==> config.mk <==
export PLATFORM = sky130hd
export DESIGN_NAME = rom_load_ctrl
export DESIGN_NICKNAME = d
export VERILOG_FILES = /design/src/rtl/rom_load_ctrl.sv
export SDC_FILE = /design/constraint.sdc
export NUM_CORES = 1
export LEC_CHECK = 0
export ABC_CLOCK_PERIOD_IN_PS = 3040
export CAP_MARGIN = 10
export CORE_MARGIN = 2
export CORE_UTILIZATION = 40
export CTS_BUF_LIST = sky130_fd_sc_hd__clkbuf_16
export DETAILED_ROUTE_END_ITERATION = 16
export PLACE_DENSITY = 0.72
export SLEW_MARGIN = 20
export SYNTH_ARGS = -nofsm -noshare
export SYNTH_HDL_FRONTEND = slang
export SYNTH_SLANG_ARGS = --single-unit
==> constraint.sdc <==
create_clock -name clk_sys -period 3.04 [get_ports clk_sys]
set_input_delay 0.456 -clock clk_sys [delete_from_list [all_inputs] [get_ports clk_sys]]
set_output_delay 0.456 -clock clk_sys [all_outputs]
set_load 0.02 [all_outputs]
==> src/rtl/rom_load_ctrl.sv <==
`timescale 1ns/1ps
// rom_load_ctrl: owns the single-port system ROM BRAM and arbitrates it
// between the HPS ROM download stream (absolute priority) and CPU fetches.
// Holds the CPU in reset during boot and while a ROM image loads, then
// releases it after RST_HOLD cycles.
//
// Ports:
//   clk_sys, reset_n            clock, async active-low reset
//   ioctl_download/index/wr/    hps_io download bus (byte stream)
//   ioctl_addr/ioctl_dout
//   cpu_req/cpu_addr            CPU read request (level, held until ack)
//   cpu_ack/cpu_data            one-cycle ack with read data (0xFF off-ROM)
//   cpu_reset_n                 active-low reset to the CPU
//   rom_addr/rom_din/rom_we     BRAM port
//   rom_q                       BRAM registered read data (1-cycle latency)
//   load_len/load_sum/load_ovf  statistics of the last load
module rom_load_ctrl #(
    parameter int unsigned ADDR_W    = 15,
    parameter logic [7:0]  ROM_INDEX = 8'd1,
    parameter int unsigned RST_HOLD  = 16
) (
    input  logic              clk_sys,
    input  logic              reset_n,
    input  logic              ioctl_download,
    input  logic [7:0]        ioctl_index,
    input  logic              ioctl_wr,
    input  logic [24:0]       ioctl_addr,
    input  logic [7:0]        ioctl_dout,
    input  logic              cpu_req,
    input  logic [15:0]       cpu_addr,
    output logic              cpu_ack,
    output logic [7:0]        cpu_data,
    output logic              cpu_reset_n,
    output logic [ADDR_W-1:0] rom_addr,
    output logic [7:0]        rom_din,
    output logic              rom_we,
    input  logic [7:0]        rom_q,
    output logic [ADDR_W:0]   load_len,
    output logic [7:0]        load_sum,
    output logic              load_ovf
);

    localparam int unsigned LEN_W  = ADDR_W + 1;
    localparam int unsigned HOLD_W = (RST_HOLD > 2) ? $clog2(RST_HOLD) : 1;
    localparam logic [LEN_W-1:0] LEN_MAX = {1'b1, {ADDR_W{1'b0}}};

    typedef enum logic [1:0] {
        ST_BOOT = 2'd0,
        ST_RUN  = 2'd1,
        ST_LOAD = 2'd2,
        ST_TAIL = 2'd3
    } state_e;

    state_e              state_q, state_d;
    logic [HOLD_W-1:0]   hold_q, hold_d;
    logic                cpu_reset_n_q, cpu_reset_n_d;
    logic                cpu_ack_q, cpu_ack_d;
    logic [7:0]          cpu_data_q, cpu_data_d;
    logic                rom_we_q, rom_we_d;
    logic [ADDR_W-1:0]   rom_addr_q, rom_addr_d;
    logic [7:0]          rom_din_q, rom_din_d;
    logic [LEN_W-1:0]    load_len_q, load_len_d;
    logic [7:0]          load_sum_q, load_sum_d;
    logic                load_ovf_q, load_ovf_d;
    logic                rd1_q, rd1_d, rd1_oob_q, rd1_oob_d;
    logic                rd2_q, rd2_d, rd2_oob_q, rd2_oob_d;

    logic active_c, hold_done_c, wr_in_range_c, rd_in_range_c;
    logic wr_acc_c, run_stay_c, load_entry_c;

    assign active_c      = ioctl_download && (ioctl_index == ROM_INDEX);
    assign hold_done_c   = (hold_q == HOLD_W'(RST_HOLD - 1));
    assign wr_in_range_c = ~|ioctl_addr[24:ADDR_W];
    assign rd_in_range_c = ~|cpu_addr[15:ADDR_W];
    assign wr_acc_c      = (state_q == ST_LOAD) && active_c && ioctl_wr;
    // Reads only progress while RUN persists; leaving RUN abandons them.
    assign run_stay_c    = (state_q == ST_RUN) && (state_d == ST_RUN);
    assign load_entry_c  = (state_d == ST_LOAD) && (state_q != ST_LOAD);

    // State register
    always_ff @(posedge clk_sys or negedge reset_n) begin
        if (!reset_n) state_q <= ST_BOOT;
        else          state_q <= state_d;
    end

    // Next-state logic; a load request always wins
    always_comb begin
        state_d = state_q;
        unique case (state_q)
            ST_BOOT, ST_TAIL: begin
                if (active_c)         state_d = ST_LOAD;
                else if (hold_done_c) state_d = ST_RUN;
            end
            ST_RUN:  if (active_c)  state_d = ST_LOAD;
            ST_LOAD: if (!active_c) state_d = ST_TAIL;
            default: state_d = ST_BOOT;
        endcase
    end

    // Output / datapath next values
    always_comb begin
        hold_d        = '0;
        cpu_reset_n_d = (state_d == ST_RUN);
        cpu_ack_d     = 1'b0;
        cpu_data_d    = cpu_data_q;
        rom_we_d      = 1'b0;
        rom_addr_d    = rom_addr_q;
        rom_din_d     = rom_din_q;
        load_len_d    = load_len_q;
        load_sum_d    = load_sum_q;
        load_ovf_d    = load_ovf_q;
        rd1_d         = 1'b0;
        rd1_oob_d     = rd1_oob_q;
        rd2_d         = 1'b0;
        rd2_oob_d     = rd2_oob_q;

        // Hold counter runs only while staying in BOOT or TAIL
        if (((state_q == ST_BOOT) || (state_q == ST_TAIL)) && (state_d == state_q)) begin
            hold_d = hold_q + HOLD_W'(1);
        end

        // Loader: statistics restart on each LOAD entry
        if (load_entry_c) begin
            load_len_d = '0;
            load_sum_d = '0;
            load_ovf_d = 1'b0;
        end else if (wr_acc_c) begin
            if (wr_in_range_c) begin
                rom_we_d   = 1'b1;
                rom_addr_d = ioctl_addr[ADDR_W-1:0];
                rom_din_d  = ioctl_dout;
                load_sum_d = load_sum_q + ioctl_dout;
                if (load_len_q != LEN_MAX) load_len_d = load_len_q + LEN_W'(1);
            end else begin
                load_ovf_d = 1'b1;
            end
        end

        // CPU read pipeline: accept -> BRAM access -> ack
        if (run_stay_c) begin
            rd2_d     = rd1_q;
            rd2_oob_d = rd1_oob_q;
            if (rd2_q) begin
                cpu_ack_d  = 1'b1;
                cpu_data_d = rd2_oob_q ? 8'hFF : rom_q;
            end
            if (cpu_req && !rd1_q && !rd2_q) begin
                rd1_d     = 1'b1;
                rd1_oob_d = !rd_in_range_c;
                if (rd_in_range_c) rom_addr_d = cpu_addr[ADDR_W-1:0];
            end
        end
    end

    // Datapath registers
    always_ff @(posedge clk_sys or negedge reset_n) begin
        if (!reset_n) begin
            hold_q        <= '0;
            cpu_reset_n_q <= 1'b0;
            cpu_ack_q     <= 1'b0;
            cpu_data_q    <= '0;
            rom_we_q      <= 1'b0;
            rom_addr_q    <= '0;
            rom_din_q     <= '0;
            load_len_q    <= '0;
            load_sum_q    <= '0;
            load_ovf_q    <= 1'b0;
            rd1_q         <= 1'b0;
            rd1_oob_q     <= 1'b0;
            rd2_q         <= 1'b0;
            rd2_oob_q     <= 1'b0;
        end else begin
            hold_q        <= hold_d;
            cpu_reset_n_q <= cpu_reset_n_d;
            cpu_ack_q     <= cpu_ack_d;
            cpu_data_q    <= cpu_data_d;
            rom_we_q      <= rom_we_d;
            rom_addr_q    <= rom_addr_d;
            rom_din_q     <= rom_din_d;
            load_len_q    <= load_len_d;
            load_sum_q    <= load_sum_d;
            load_ovf_q    <= load_ovf_d;
            rd1_q         <= rd1_d;
            rd1_oob_q     <= rd1_oob_d;
            rd2_q         <= rd2_d;
            rd2_oob_q     <= rd2_oob_d;
        end
    end

    assign cpu_ack     = cpu_ack_q;
    assign cpu_data    = cpu_data_q;
    assign cpu_reset_n = cpu_reset_n_q;
    assign rom_we      = rom_we_q;
    assign rom_addr    = rom_addr_q;
    assign rom_din     = rom_din_q;
    assign load_len    = load_len_q;
    assign load_sum    = load_sum_q;
    assign load_ovf    = load_ovf_q;

endmodule
==> key figures <==
Route
  • Routed via count: roughly 3200
  • DR pass1 iterations: 4
  • DR WL/cell: roughly 15 µm
  • Drt initial violations: 72
  • Remaining DRCs: 0
  • Post-route ant nets: 0
  • Number of vias per cell: roughly 5.3
  • Final Routed Wirelength: roughly 8.9 mm

Setup path
  • Crit path max fanout: 6
  • CP max stage cell: or4_1
  • Max stage delay on crit path: between 0.6 and 0.7 ns
  • Reg-to-Reg Start: state_q[0]$_DFF_PN0_
  • CP Capture Type: flop
  • R2R setup slack: ~0.57 ns
  • Crit path launch type: input port
  • Worst EP required: 3.24 ns
  • R2R depth: 7
  • Critical Path End: load_len[11]$_DFFE_PN0P_
  • Worst EP arrival: between 2 and 3 ns
  • Stages on worst setup path: 6
  • Worst path cell trace: clkdlybuf4s50_1, or4_4, or4_1, nor4_1, xnor2_1, nor2_2
  • Delay-heaviest family, CP: simple AND/OR/NAND/NOR gates
  • Crit path from: ioctl_index[2]
  • Worst Path Buf+Inv: 1
  • CP Class: input port to flop
  • R2r endpoint: cpu_data[1]$_DFFE_PN0P_

STA
  • Final setup margin: roughly 0.49 ns
  • Unrepaired setup endpoints after global routing: no
  • Worst Tran Pin Value: 0.762 ns
  • Part of the cycle the worst path needs: 83.7%
  • Final min period: between 2 and 3 ns
  • Final Setup Violations: 0
  • Clock Skews: about 0.0072 ns
  • F_max: between 300 and 400 MHz
  • Setup TNS Final: 0 ns
  • Relative slew slack: between 40% and 50%
  • Hold violation count in the final report: 0
  • Pins Over Slew Limit: 0

Floorplan
  • Die X: ~100 µm
  • Starting Density: roughly two fifths
  • Die outline area: slightly below 0.01 mm²
  • Row count: 34
  • Die height: 99.7 µm
  • Boundary pin count: around 130
  • Core Footprint: slightly below 0.009 mm²

Pwr
  • Pleak: approximately 2.4 nW
  • Internal power: 0.00226 W
  • Net Sw Frac: about a third
  • Flop pwr share: about a third
  • Maximum vdd ir drop: roughly 0.48 mV
  • Combinational share of power: around two fifths
  • Clock power frac: between 20% and 30%
  • Overall power consumption: ~0.0034 W
  • Power per Cell Area: approximately 640 mW/mm²
  • P_sw: 0.00116 W

Cells and area
  • Share of cells above drive strength 1: about an eighth
  • Nets@finish: approximately 570
  • Layout Cells excl Fill: approximately 600
  • Synth-to-layout area growth: 45.6%
  • Filler cells: 763
  • Final core utilization: about three fifths
  • N_diodes: 0

Yosys
  • Mapped Cells: around 360
  • Mapped Nets: 439
  • Count leader, synth: dfrtp_1
  • Post-synthesis sequential area ratio: around 47%
  • Post-synth EDFFs: 0
  • Yosys warns: 0
  • Commonest cells in the netlist: dfrtp_1, nand2_1, mux2_2
  • Fraction of registers with async set or reset after synthesis: 100%
  • Yosys cell types: 49
  • Main synth FF type: dfrtp_1
  • Synthesized area: ~0.0037 mm²
  • Largest cells by area after synthesis: dfrtp_1, mux2_2, ha_1
  • Seq cells post-synth: 69
  • Dominant cell type by area after synthesis: dfrtp_1
  • Syn_area_per_cell: 10.3 µm²
  • Post-synth top area share: 47.1%

Global route
  • Antenna violations before repair: 0
  • GRT Overall Usage: a little under a fifth
  • Grt total ovfl: 0
  • Largest net degree at the start of global routing: 38
  • First-pass GRT wire length: approximately 15 mm
  • Vias in the first global route: ~3200

Clock network
  • CTS tree: built
  • CTS Root Cell: clkbuf_16
  • CTS H-Tree Depth: 3
  • Clock Sinks: 69
  • Post-CTS setup buffers: 0
  • # hold bufs at CTS: 0
  • Worst-Skew Late Latency: 0.33 ns
  • Clock transition at path regs: roughly 0.060 ns
  • Resize count post-CTS: 0
  • Clk buf depth: 2
  • CTS buffer count: 9

Placement
  • Pre-CTS setup slack: 0.193 ns
  • Placed cell count: 582
  • GP Congestion: 0.841
  • IO buf count: 128
  • Final HPWL DP: 6.67 mm

Status
  • Status: complete, no violations

Worst hold path
  • Worst Hold Class: input port to async pin

Flow run
  • Reported max-cap violation count: 0
## layout make-up
cell class | count | area, µm² | area share, %
repair buffers | 134 | 1350 | 25.2
flip-flops and latches | 69 | 1730 | 32.3
clock inverters | 7 | 33.8 | 0.633
multi-input cells | 253 | 1800 | 33.8
inverters | 18 | 67.6 | 1.27
well taps | 108 | 135 | 2.53
clock buffers | 9 | 225 | 4.22
## flip-flops by register name, summed over array words and instances (netlist names), 2 cells and up
signal	count
load_len	16
rom_addr	15
cpu_data	8
load_sum	8
rom_din	8
hold_q	4
state_q	2
## power by group through the flow
stage	logic, W	clock network (W)	registers (W)
floorplan	0.000632	0	0.00136
global placement	0.00128	0	0.00120
detailed placement	0.00131	0	0.00121
CTS	0.00132	0.000937	0.00120
global route	0.00142	0.000988	0.00122
finish	0.00131	0.000919	0.00120
## worst min-delay path by stage
stage                               to  slack [ns]  depth (start not counted)
4_1_cts        cpu_data[3]$_DFFE_PN0P_        0.23                          1
5_1_grt        cpu_data[2]$_DFFE_PN0P_        0.27                          1
3_5_place_dp    rom_din[4]$_DFFE_PN0P_        0.47                          2
2_1_floorplan        cpu_ack$_DFF_PN0_        0.16                          0
3_3_place_gp    rom_din[6]$_DFFE_PN0P_        0.46                          2
6_report       cpu_data[1]$_DFFE_PN0P_        0.20                          1
## placed cells by master, fill, tap and decap left out, types with 7 or more instances in the layout
cell type and n:
nand3_1 12, xor2_1 11, ha_1 13, clkdlybuf4s50_1 127, a21oi_1 7, clkbuf_16 9, and3_1 9, inv_1 19
nor3_1 9, mux2i_1 10, nand4_1 17, nand2_1 37, dfrtp_1 69, nor2_1 29, nor4_1 7, mux2_2 31
xnor2_1 10
## cells by family (layout without fill, tap and decap cells)
group	count (synthesis)	after routing	share of synthesized area, %
buffers and inverters	33	168	3.69
muxes	41	41	12.3
and+or+nand+nor	148	148	21.6
AOI/OAI and AO/OA	29	29	5.39
adders and majority gates	14	14	4.98
DFF	69	69	47.1
xor gates and xnor gates	21	21	5.02
## per-layer routing
metal	global-route usage (%)	up-vias	part of all wire [%]
li1	-	1520	-
met1	23.7	1534	42
met2	33.2	95	52
met3	4.01	9	4.7
met4	6.01	0	1.2
met5	0	-	0
## stage by stage
step	hold slack (ns)	area [µm²]
final	0.199	5340
after global routing	0.267	5340
after CTS	0.228	5340
after detailed placement	0.466	5080
after global placement	0.459	5080
after floorplan	0.160	3670
## worst register-to-register path: stages (launching register included)
cell and delay (ns):
dfrtp_1 0.41, inv_1 0.09, ha_1 0.45, nand4_1 0.17, a32oi_1 0.24, a31o_2 0.24
and4_1 0.54, mux2i_1 0.25
Note: power is estimated with default switching activity, not from simulation.
